$ cat src/rtl/seq_chunk_adder.sv
// Multi-cycle WIDTH-bit add/sub, CHUNK bits per cycle; SEQ_CHUNK_ADDER_SAT_EN clamps s on signed overflow.
// Latency: out_valid rises NCH cycles after the accept edge; one operation in flight (II = NCH+2).
// Backpressure: result held in DONE until out_ready; in_ready is low outside IDLE.
module seq_chunk_adder #(
  parameter int WIDTH = 32,
  parameter int CHUNK = 8
) (
  input  logic             clk,
  input  logic             rst_n,
  input  logic             in_valid,
  output logic             in_ready,
  input  logic [WIDTH-1:0] a,
  input  logic [WIDTH-1:0] b,
  input  logic             cin,
  input  logic             sub,
  output logic             out_valid,
  input  logic             out_ready,
  output logic [WIDTH-1:0] s,
  output logic             cout,
  output logic             overflow
);

  localparam int NCH = (CHUNK > 0) ? WIDTH / CHUNK : 1;
  localparam int KW  = (NCH > 1) ? $clog2(NCH) : 1;
  localparam logic [KW-1:0] KLAST = KW'(NCH - 1);

  generate
    if (CHUNK <= 0 || (WIDTH % ((CHUNK > 0) ? CHUNK : 1)) != 0) begin : g_param_chk
      $error("seq_chunk_adder: WIDTH must be a non-zero multiple of CHUNK");
    end
  endgenerate

  typedef enum logic [1:0] {IDLE, RUN, DONE} state_t;

  state_t           state, state_nxt;
  logic [KW-1:0]    k;
  logic [WIDTH-1:0] opa, opb, acc, res_full, s_nxt;
  logic             carry;
  logic [CHUNK-1:0] ach, bch;
  logic [CHUNK:0]   csum;
  logic             c_msb, ov_nxt, last;

  always_ff @(posedge clk or negedge rst_n) begin
    if (!rst_n) state <= IDLE;
    else        state <= state_nxt;
  end

  // in_ready/out_valid depend only on the registered state
  always_comb begin
    state_nxt = state;
    in_ready  = 1'b0;
    out_valid = 1'b0;
    case (state)
      IDLE: begin
        in_ready = 1'b1;
        if (in_valid) state_nxt = RUN;
      end
      RUN: begin
        if (k == KLAST) state_nxt = DONE;
      end
      DONE: begin
        out_valid = 1'b1;
        if (out_ready) state_nxt = IDLE;
      end
      default: state_nxt = IDLE;
    endcase
  end

  always_comb begin
    ach    = opa[k*CHUNK +: CHUNK];
    bch    = opb[k*CHUNK +: CHUNK];
    csum   = {1'b0, ach} + {1'b0, bch} + {{CHUNK{1'b0}}, carry};
    // carry into the chunk's top bit, recovered from the sum bit
    c_msb  = csum[CHUNK-1] ^ ach[CHUNK-1] ^ bch[CHUNK-1];
    ov_nxt = c_msb ^ csum[CHUNK];
    last   = (state == RUN) && (k == KLAST);
    res_full = acc;
    res_full[k*CHUNK +: CHUNK] = csum[CHUNK-1:0];
`ifdef SEQ_CHUNK_ADDER_SAT_EN
    // clamp toward the sign of a; valid for add and subtract alike
    if (ov_nxt) s_nxt = opa[WIDTH-1] ? {1'b1, {(WIDTH-1){1'b0}}} : {1'b0, {(WIDTH-1){1'b1}}};
    else        s_nxt = res_full;
`else
    s_nxt = res_full;
`endif
  end

  always_ff @(posedge clk or negedge rst_n) begin
    if (!rst_n) begin
      opa      <= '0;
      opb      <= '0;
      acc      <= '0;
      carry    <= 1'b0;
      k        <= '0;
      s        <= '0;
      cout     <= 1'b0;
      overflow <= 1'b0;
    end else begin
      case (state)
        IDLE: begin
          if (in_valid) begin
            opa   <= a;
            opb   <= b ^ {WIDTH{sub}};
            carry <= cin ^ sub;
            k     <= '0;
          end
        end
        RUN: begin
          acc[k*CHUNK +: CHUNK] <= csum[CHUNK-1:0];
          carry <= csum[CHUNK];
          k     <= k + KW'(1);
          if (last) begin
            s        <= s_nxt;
            cout     <= csum[CHUNK];
            overflow <= ov_nxt;
          end
        end
        default: ;
      endcase
    end
  end

endmodule

$ cat config.mk
export PLATFORM = sky130hd
export DESIGN_NAME = seq_chunk_adder
export DESIGN_NICKNAME = d
export VERILOG_FILES = /design/src/rtl/seq_chunk_adder.sv
export SDC_FILE = /design/constraint.sdc
export NUM_CORES = 1
export LEC_CHECK = 0
export CORE_MARGIN = 1.5
export CORE_UTILIZATION = 55
export CTS_CLUSTER_SIZE = 14
export DETAILED_ROUTE_END_ITERATION = 8
export PLACE_DENSITY_LB_ADDON = 0.25
export SYNTH_ARGS = -nofsm -noshare
export SYNTH_HDL_FRONTEND = slang
export SYNTH_SLANG_ARGS = --single-unit
export TNS_END_PERCENT = 1
$ cat constraint.sdc
create_clock -name clk -period 7.8 [get_ports clk]
set_input_delay 1.95 -clock clk [delete_from_list [all_inputs] [get_ports clk]]
set_output_delay 1.95 -clock clk [all_outputs]
set_load 0.02 [all_outputs]
== Word-level counts from Yosys, hierarchy flattened ==
Cells that the tools add are included.

* Flip-flop bits (word level): 135
* Bits in latches: 0
* RAM bits: 0
* Memory bits (read-only): 0
* Input port bits: 70
* Output and inout port bits: 36
* Logic and storage cells: 46
* Memories kept: 0

* $add $sub $neg: 4
* $mul: 0
* Divide/modulo/power cells: 0
* Magnitude comparators: 0
* Equal/unequal tests: 6
* Shift-type cells: 4
* Mux-type cells: 11
* Bitwise gates (word level): 5
* Reductions and logical operators: 7

{| class="wikitable"
|+ Operator list
! kind !! number
|-
| $shiftx A32 B6 Y8 || 2
|-
| $neg A5 Y34 || 1
|-
| $shift A8 B34 Y32 const A || 1
|-
| $shiftx A8 B34 Y32 || 1
|-
| $bwmux W32 || 1
|-
| $xor A32 B32 Y32 || 1
|-
| $add A8 B8 Y9 || 1
|-
| $add A9 B1 Y9 || 1
|-
| $mux W2 || 4
|-
| $pmux W2 S3 || 1
|-
| $reduce_and A2 Y1 || 3
|-
| $eq A2 B2 Y1 const B || 2
|-
| $ne A2 B2 Y1 const B || 2
|-
| $pmux W2 S2 || 1
|-
| $xor A1 B1 Y1 || 4
|-
| $mux W1 || 3
|-
| $reduce_and A3 Y1 || 1
|-
| $add A2 B1 Y2 const B || 1
|-
| $eq A2 B1 Y1 const B || 1
|-
| $logic_not A2 Y1 || 1
|-
| $ne A2 B1 Y1 const B || 1
|-
| $pmux W1 S2 || 1
|-
| $reduce_bool A2 Y1 || 1
|-
| $logic_and A1 B1 Y1 || 1
|}

== Depth between registers and ports, before layout ==
Gate-level depths: netlist (run 1).

* Depth after elaboration: 6
* Depth in mapped cells: 10
* Depth with buffers taken out: 9

== Worst setup path before layout (run 1) ==
No wires, ideal clock.

* Path kind: reg-to-reg
* From: register k[0]
* To: register overflow
* Library setup time: 129 ps
* Arrival: 2908 ps
* Data required time: 7671 ps
* Setup slack: 4763 ps
* Cell stages (with the launch flop): 11
* Buffers on the path: 1
* Clock period less this slack: 3037 ps
* Path through: dfrtp_1 -> buf_6 -> mux4_2 -> fa_1 -> fa_1 -> a21oi_1 -> o22ai_1 -> a31oi_1 -> xnor2_1 -> xnor2_1 -> o21ai_1

* Cells in the longest elaborated chain, start to end: 6
* Elaborated cells between the ends (all ways): 10
* Those cells by class: 2 x add/sub; 1 x eq/ne; 2 x shift; 3 x bitwise; 2 x reduce/logical

{| class="wikitable"
|+ RTL lines
! item !! line !! source
|-
| from (decl) || 36 || <nowiki>logic [KW-1:0] k;</nowiki>
|-
| from (signal assigned) || 111 || <nowiki>k <= k + KW'(1);</nowiki>
|-
| $shiftx A32 B6 Y8, on equally long branches || 70, 71 ||
|-
| $add A8 B8 Y9 || 72 || <nowiki>csum = {1'b0, ach} + {1'b0, bch} + {{CHUNK{1'b0}}, carry};</nowiki>
|-
| $add A9 B1 Y9 || 72 ||
|-
| $xor A1 B1 Y1 (2 in a row) || 74 || <nowiki>c_msb = csum[CHUNK-1] ^ ach[CHUNK-1] ^ bch[CHUNK-1];</nowiki>
|-
| $xor A1 B1 Y1 || 75 || <nowiki>ov_nxt = c_msb ^ csum[CHUNK];</nowiki>
|-
| to (signal assigned) || 115 || <nowiki>overflow <= ov_nxt;</nowiki>
|-
| to (decl) || 20 || <nowiki>output logic overflow</nowiki>
|}

Several ways; a longest one is shown, not always the timed one.
A chain may end at the register's enable or synchronous reset.

== Worst setup path in the final report (run 1) ==
Ends and elaborated chain as after synthesis.

==> flow_metrics.env, run 1 <==
export IMPL_drtIter0Drc=330
export IMPL_critPathCaptureType="register"
export IMPL_first_pass_iters=5
export IMPL_diodes=0
export IMPL_rows=39
export IMPL_ys_warnings_count=0
export IMPL_drive_gt1_share_pct=9.32
export IMPL_synth_fp_nets=711
export IMPL_p_per_area_mw_per_mm2=487
export IMPL_initial_utilization_pct=56.3
export IMPL_cts_root_buf="clkbuf_16"
export IMPL_cts_made_buffers=17
export IMPL_drc=0
export IMPL_cts_num_sinks=135
export IMPL_cp_num_buf_inv=1
export IMPL_nNetsFinal=803
export IMPL_place_congestion=0.893
export IMPL_ir_drop_v=0.000418
export IMPL_place_ws_ps=4160
export IMPL_syn2layout_area_growth_pct=25.7
export IMPL_clk_latency_ps=420
export IMPL_hold_class="reg -> reg"
export IMPL_period_minus_slack_ps=3660
export IMPL_io_pins=106
export IMPL_fin_tns_setup_ps=0
export IMPL_finalSetupViolations=0
export IMPL_die_w_um=111
export IMPL_finalWirelength_mm=14.0
export IMPL_finalInstanceArea_mm2=0.00808
export IMPL_crit_family="adder cells"
export IMPL_grt_ovfl_total=0
export IMPL_worstMarginPinSlew_ps=1100
export IMPL_placed_area_mm2=0.00753
export IMPL_r2r_start="k[0]"
export IMPL_min_from="opa[22]"
export IMPL_clock_path_buffers=2
export IMPL_ys_types=40
export IMPL_path_cells="buf_4, mux4_2, fa_1, fa_1, a21oi_1, o22ai_1, a31oi_1, xnor2_1, xnor2_1, o21ai_1"
export IMPL_io_buffers=105
export IMPL_die_h_um=111
export IMPL_start_kind="register"
export IMPL_cts_resized=0
export IMPL_relSlewSlack_pct=26.9
export IMPL_synth_edf_count=0
export IMPL_ctsHoldBuffers=0
export IMPL_final_cell_mix="168 x nand2_1, 135 x dfrtp_1, 103 x clkdlybuf4s50_1, 71 x o21ai_0, 38 x xnor2_1"
export IMPL_fin_ws_ps=4140
export IMPL_syn_area_mm2=0.00642
export IMPL_drv_cap=0
export IMPL_critPathKind="reg -> reg"
export IMPL_cp_slowest_cell="mux4_2"
export IMPL_synth_cells=626
export IMPL_hpwl_mm=9.61
export IMPL_async_flop_share_pct=100
export IMPL_slew_viol_final=0
export IMPL_seq_area_frac_synth_pct=52.6
export IMPL_cpPeakStageDelay_ps=570
export IMPL_die_area_mm2=0.0123
export IMPL_via_count=4805
export IMPL_final_common_cell="nand2_1"
export IMPL_grt_usage_pct=24.4
export IMPL_clk_pin_slew_ps=60
export IMPL_final_util_pct=70.8
export IMPL_min_period_over_period_pct=47.0
export IMPL_syn_area_per_cell_um2=10.3
export IMPL_h_tree_depth=4
export IMPL_cp_data_required_time_ps=8070
export IMPL_synth_seq_cells=135
export IMPL_finalClockSkew_ps=9.63
export IMPL_outcome="finished clean"
export IMPL_max_freq_ghz=0.273
export IMPL_final_antenna_net_count=0
export IMPL_grt_max_degree=101
export IMPL_coreArea_mm2=0.0114
export IMPL_cts_setup_buffers=0
export IMPL_hold_viol=0
export IMPL_cts_tree="built"
export IMPL_grt_pass1_wl_mm=23.9
export IMPL_startpoint="k[0]"
export IMPL_rsz0062_at_grt="false"
export IMPL_leakage_nw=3.63
export IMPL_viasPerCell=5.50
export IMPL_grt_pass1_vias=4896
export IMPL_critPathMaxFanout=18
export IMPL_power_w=0.00393
export IMPL_wl_per_cell_um=16.0
export IMPL_arrival_ps=3940
export IMPL_antenna_found_initial=0
export IMPL_yosys_most_used_dff="dfrtp_1"
==> flip-flops by register name, summed over array words and instances (netlist names) <==
signal	cells
acc	32
carry	1
cout	1
k	2
opa	32
opb	32
overflow	1
s	32
state	2
==> power by group <==
group / switching, W / internal, W
Clock: 0.000299 / 0.000441
Sequential: 0.000160 / 0.000982
Combinational: 0.00127 / 0.000785
Total: 0.00172 / 0.00221
==> worst min-delay path: cells and delay by family, from the launching register on <==
| family | cells | cell delay, ps |
|---|---|---|
| flops | 1 | 330 |
| simple gates | 2 | 100 |
==> final cells by class <==
class | count | area (µm²)
timing repair buffer | 112 | 1100
fill | 868 | 3340
sequential | 135 | 3380
multi-input combinational | 447 | 2860
clock inverter | 13 | 109
inverter | 5 | 18.8
tap | 143 | 179
clock buffer | 18 | 439
==> synthesized netlist by cell type, types with 2 or more instances <==
library cell  number  area [µm²]
nor4bb_1           2        20.0
mux4_2            16         360
nor2b_1           34         213
nor2_1             4        15.0
o21ai_0           71         355
xor2_1             3        26.3
a22o_1            28         245
fa_1               2        40.0
nand2_1          169         634
a22o_2             4        40.0
nand2b_1           2        12.5
ha_1              13         163
xnor2_1           38         333
inv_1              4        15.0
dfrtp_1          135        3380
clkbuf_1          25        93.8
a21oi_1           35         175
and2_1             5        31.3
nand3_1            5        25.0
buf_2             11        55.1
==> per-layer routing <==
metal,vias to the layer above,share of wire [%],track usage (%)
met1,2295,42,30.8
met3,28,5.6,5.25
met2,170,50,40.5
met4,0,2.6,11.2
li1,2312,-,-
met5,-,0,0
==> through the flow <==
step | hold WS (ps) | instances
3_3_place_gp | 456 | 842
3_5_place_dp | 458 | 842
5_1_grt | 483 | 873
6_report | 469 | 873
4_1_cts | 472 | 873
2_1_floorplan | 440 | 626
==> kinds of logic after synthesis <==
family          count (synthesis)  synth area share, %
fa+ha+maj                      15                 3.15
flops                         135                 52.6
xor+xnor                       41                 5.59
mux                            16                 5.61
compound gates                148                 14.1
simple gates                  227                 16.0
buf+inv                        44                 2.96
==> path summary, 6_finish.rpt <==
check                      endpoint  slack, ps  depth (start not counted)
max                        overflow       4140                         10
min                         opa[22]        470                          2
max reg2reg                overflow       4140                         10
min reg2reg                 opa[22]        470                          2
max in group asynchronous   opb[23]       4760                          2
min in group asynchronous     s[29]       1600                          1
Note: power is estimated with default switching activity, not from simulation.
==> inputs of run 2 (changes only) <==
- CORE_UTILIZATION: 55 -> 54
- clock period: 7.8 -> 3.47 ns (I/O delays scaled with it)
==> flow_metrics.env, run 2 (synthesis gave the netlist of run 1 again) <==
export IMPL_finalInstanceArea_mm2=0.00824
export IMPL_power_frac_clock_pct=20.5
export IMPL_power_w=0.00934
export IMPL_rows=39
export IMPL_slew_viol_final=0
export IMPL_ff_latch_area_mm2=0.00338
export IMPL_crit_path_end="s[7]"
export IMPL_place_congestion=0.910
export IMPL_critPathCaptureType="register"
export IMPL_critPathMaxFanout=17
export IMPL_relSlewSlack_pct=30.7
export IMPL_nFillCells=797
export IMPL_antenna_found_initial=0
export IMPL_fin_tns_setup_ps=0
export IMPL_h_tree_depth=4
export IMPL_holdWs_ps=447
export IMPL_clock_path_buffers=2
export IMPL_grt_pass1_wl_mm=24.2
export IMPL_cts_num_sinks=135
export IMPL_placed_cells=845
export IMPL_drive_gt1_share_pct=10.1
export IMPL_arrival_ps=3590
export IMPL_ir_drop_v=0.000924
export IMPL_reg2reg_to="s[7]"
export IMPL_clk_latency_ps=420
export IMPL_internal_power_w=0.00533
export IMPL_nNetsFinal=806
export IMPL_cp_data_required_time_ps=3780
export IMPL_r2r_cells=9
export IMPL_final_cell_mix="168 x nand2_1, 135 x dfrtp_1, 103 x clkdlybuf4s50_1, 71 x o21ai_0"
export IMPL_die_w_um=112
export IMPL_comb_power_share_pct=51.6
export IMPL_drtIter0Drc=393
export IMPL_grt_usage_pct=25.1
export IMPL_initial_utilization_pct=55.8
export IMPL_p_per_area_mw_per_mm2=1130
export IMPL_seq_power_share_pct=27.9
export IMPL_hpwl_mm=10.0
export IMPL_min_period_over_period_pct=94.7
export IMPL_clk_pin_slew_ps=60
export IMPL_violations="design-rule violations"
export IMPL_viasPerCell=5.54
export IMPL_r2r_start="k[0]"
export IMPL_wl_met3_um=718
export IMPL_diodes=0
export IMPL_cts_tree="built"
export IMPL_syn2layout_area_growth_pct=28.3
export IMPL_stdcell_count=877
export IMPL_cts_made_buffers=17
export IMPL_leakage_nw=3.72
export IMPL_start_kind="register"
export IMPL_wl_per_cell_um=16.7
export IMPL_cts_root_buf="clkbuf_16"
export IMPL_io_pins=106
export IMPL_placed_area_mm2=0.00758
export IMPL_die_area_mm2=0.0126
export IMPL_drc=8
export IMPL_wl_met1_mm=6.26
export IMPL_io_buffers=105
export IMPL_outcome="complete, but fails checks"
export IMPL_p_sw_w=0.00401
export IMPL_finalClockSkew_ps=4.30
export IMPL_finalWirelength_mm=14.7
export IMPL_hold_class="in -> async"
export IMPL_final_antenna_net_count=0
export IMPL_final_common_cell="nand2_1"
export IMPL_multi_input_area_mm2=0.00289
export IMPL_critPathKind="reg -> reg"
export IMPL_grt_max_degree=94
export IMPL_period_minus_slack_ps=3290
export IMPL_ctsHoldBuffers=0
export IMPL_r2r_slack_ps=180
export IMPL_coreArea_mm2=0.0115
export IMPL_met2_length_mm=7.35
export IMPL_dr_max_layer_used="met4"
export IMPL_via_count=4861
export IMPL_finalSetupViolations=0
export IMPL_first_pass_iters=9
export IMPL_drv_cap=0
export IMPL_max_freq_ghz=0.304
export IMPL_grt_pass1_vias=4870
export IMPL_startpoint="k[0]"
export IMPL_p_sw_share_pct=43.0
export IMPL_die_h_um=112
export IMPL_hold_viol=0
export IMPL_grt_ovfl_total=0
export IMPL_worstMarginPinSlew_ps=1040
## run 2: cell types whose count changed in the layout (fill, tap and decap cells not counted), moves of 2 or more
cell        before  now
xnor2_1         38   35
clkinvlp_4       6    2
buf_12           0    2
bufinv_16        1    4
xnor2_2          0    3
clkbuf_1         0    2
clkinv_2         5    2
## run 2: timing repair
action / in CTS / in global routing
gates resized for setup: 1 / 3
setup buffers: 0 / 0
setup endpoints to repair: 1 / 9
## run 2: how the worst min path moves through the flow
stage,from,end,cells past startpoint
after floorplan,opa[16],opa[16],2
after global placement,opb[5],opb[5],2
after detailed placement,opa[22],opa[22],2
after CTS,rst_n,opa[14],1
after global routing,rst_n,opa[13],1
final,rst_n,opa[13],1
## run 2: power groups by stage
stage	sequential [W]	clock, W	combinational [W]
final	0.00260	0.00192	0.00482
after global routing	0.00266	0.00201	0.00520
after CTS	0.00260	0.00193	0.00472
after detailed placement	0.00262	0	0.00462
after global placement	0.00260	0	0.00448
after floorplan	0.00265	0	0.00301
## run 2: area by class of cell
class                   instances  area share (%)
clock buffers                  21            5.59
repair buffers                115            13.9
well taps                     143            2.17
clock inverters                11            2.08
flip-flops and latches        135            41.0
inverters                       5           0.228
multi-input cells             447            35.1
## run 2: worst max-delay path, stage by stage (launching register included)
cell      delay (ps)
dfrtp_1          440
buf_4            330
mux4_2           560
ha_1             420
nand3_1          110
and2_4           170
nor2b_4          140
o311ai_4         560
a21oi_1          160
o21ai_0          270
## run 2: per-layer routing
metal	up-vias	GRT usage, %
li1	2314	-
met2	152	40.8
met3	32	7.18
met1	2363	32.3
met4	0	10.1
met5	-	0
## run 2: metrics by stage
stage | setup WS (ps) | utilization (%)
after floorplan | 433 | -
after global placement | 230 | 65.8
after detailed placement | 20.1 | 65.8
after CTS | 136 | 71.4
after global routing | -11.0 | 71.6
final | 185 | 71.6
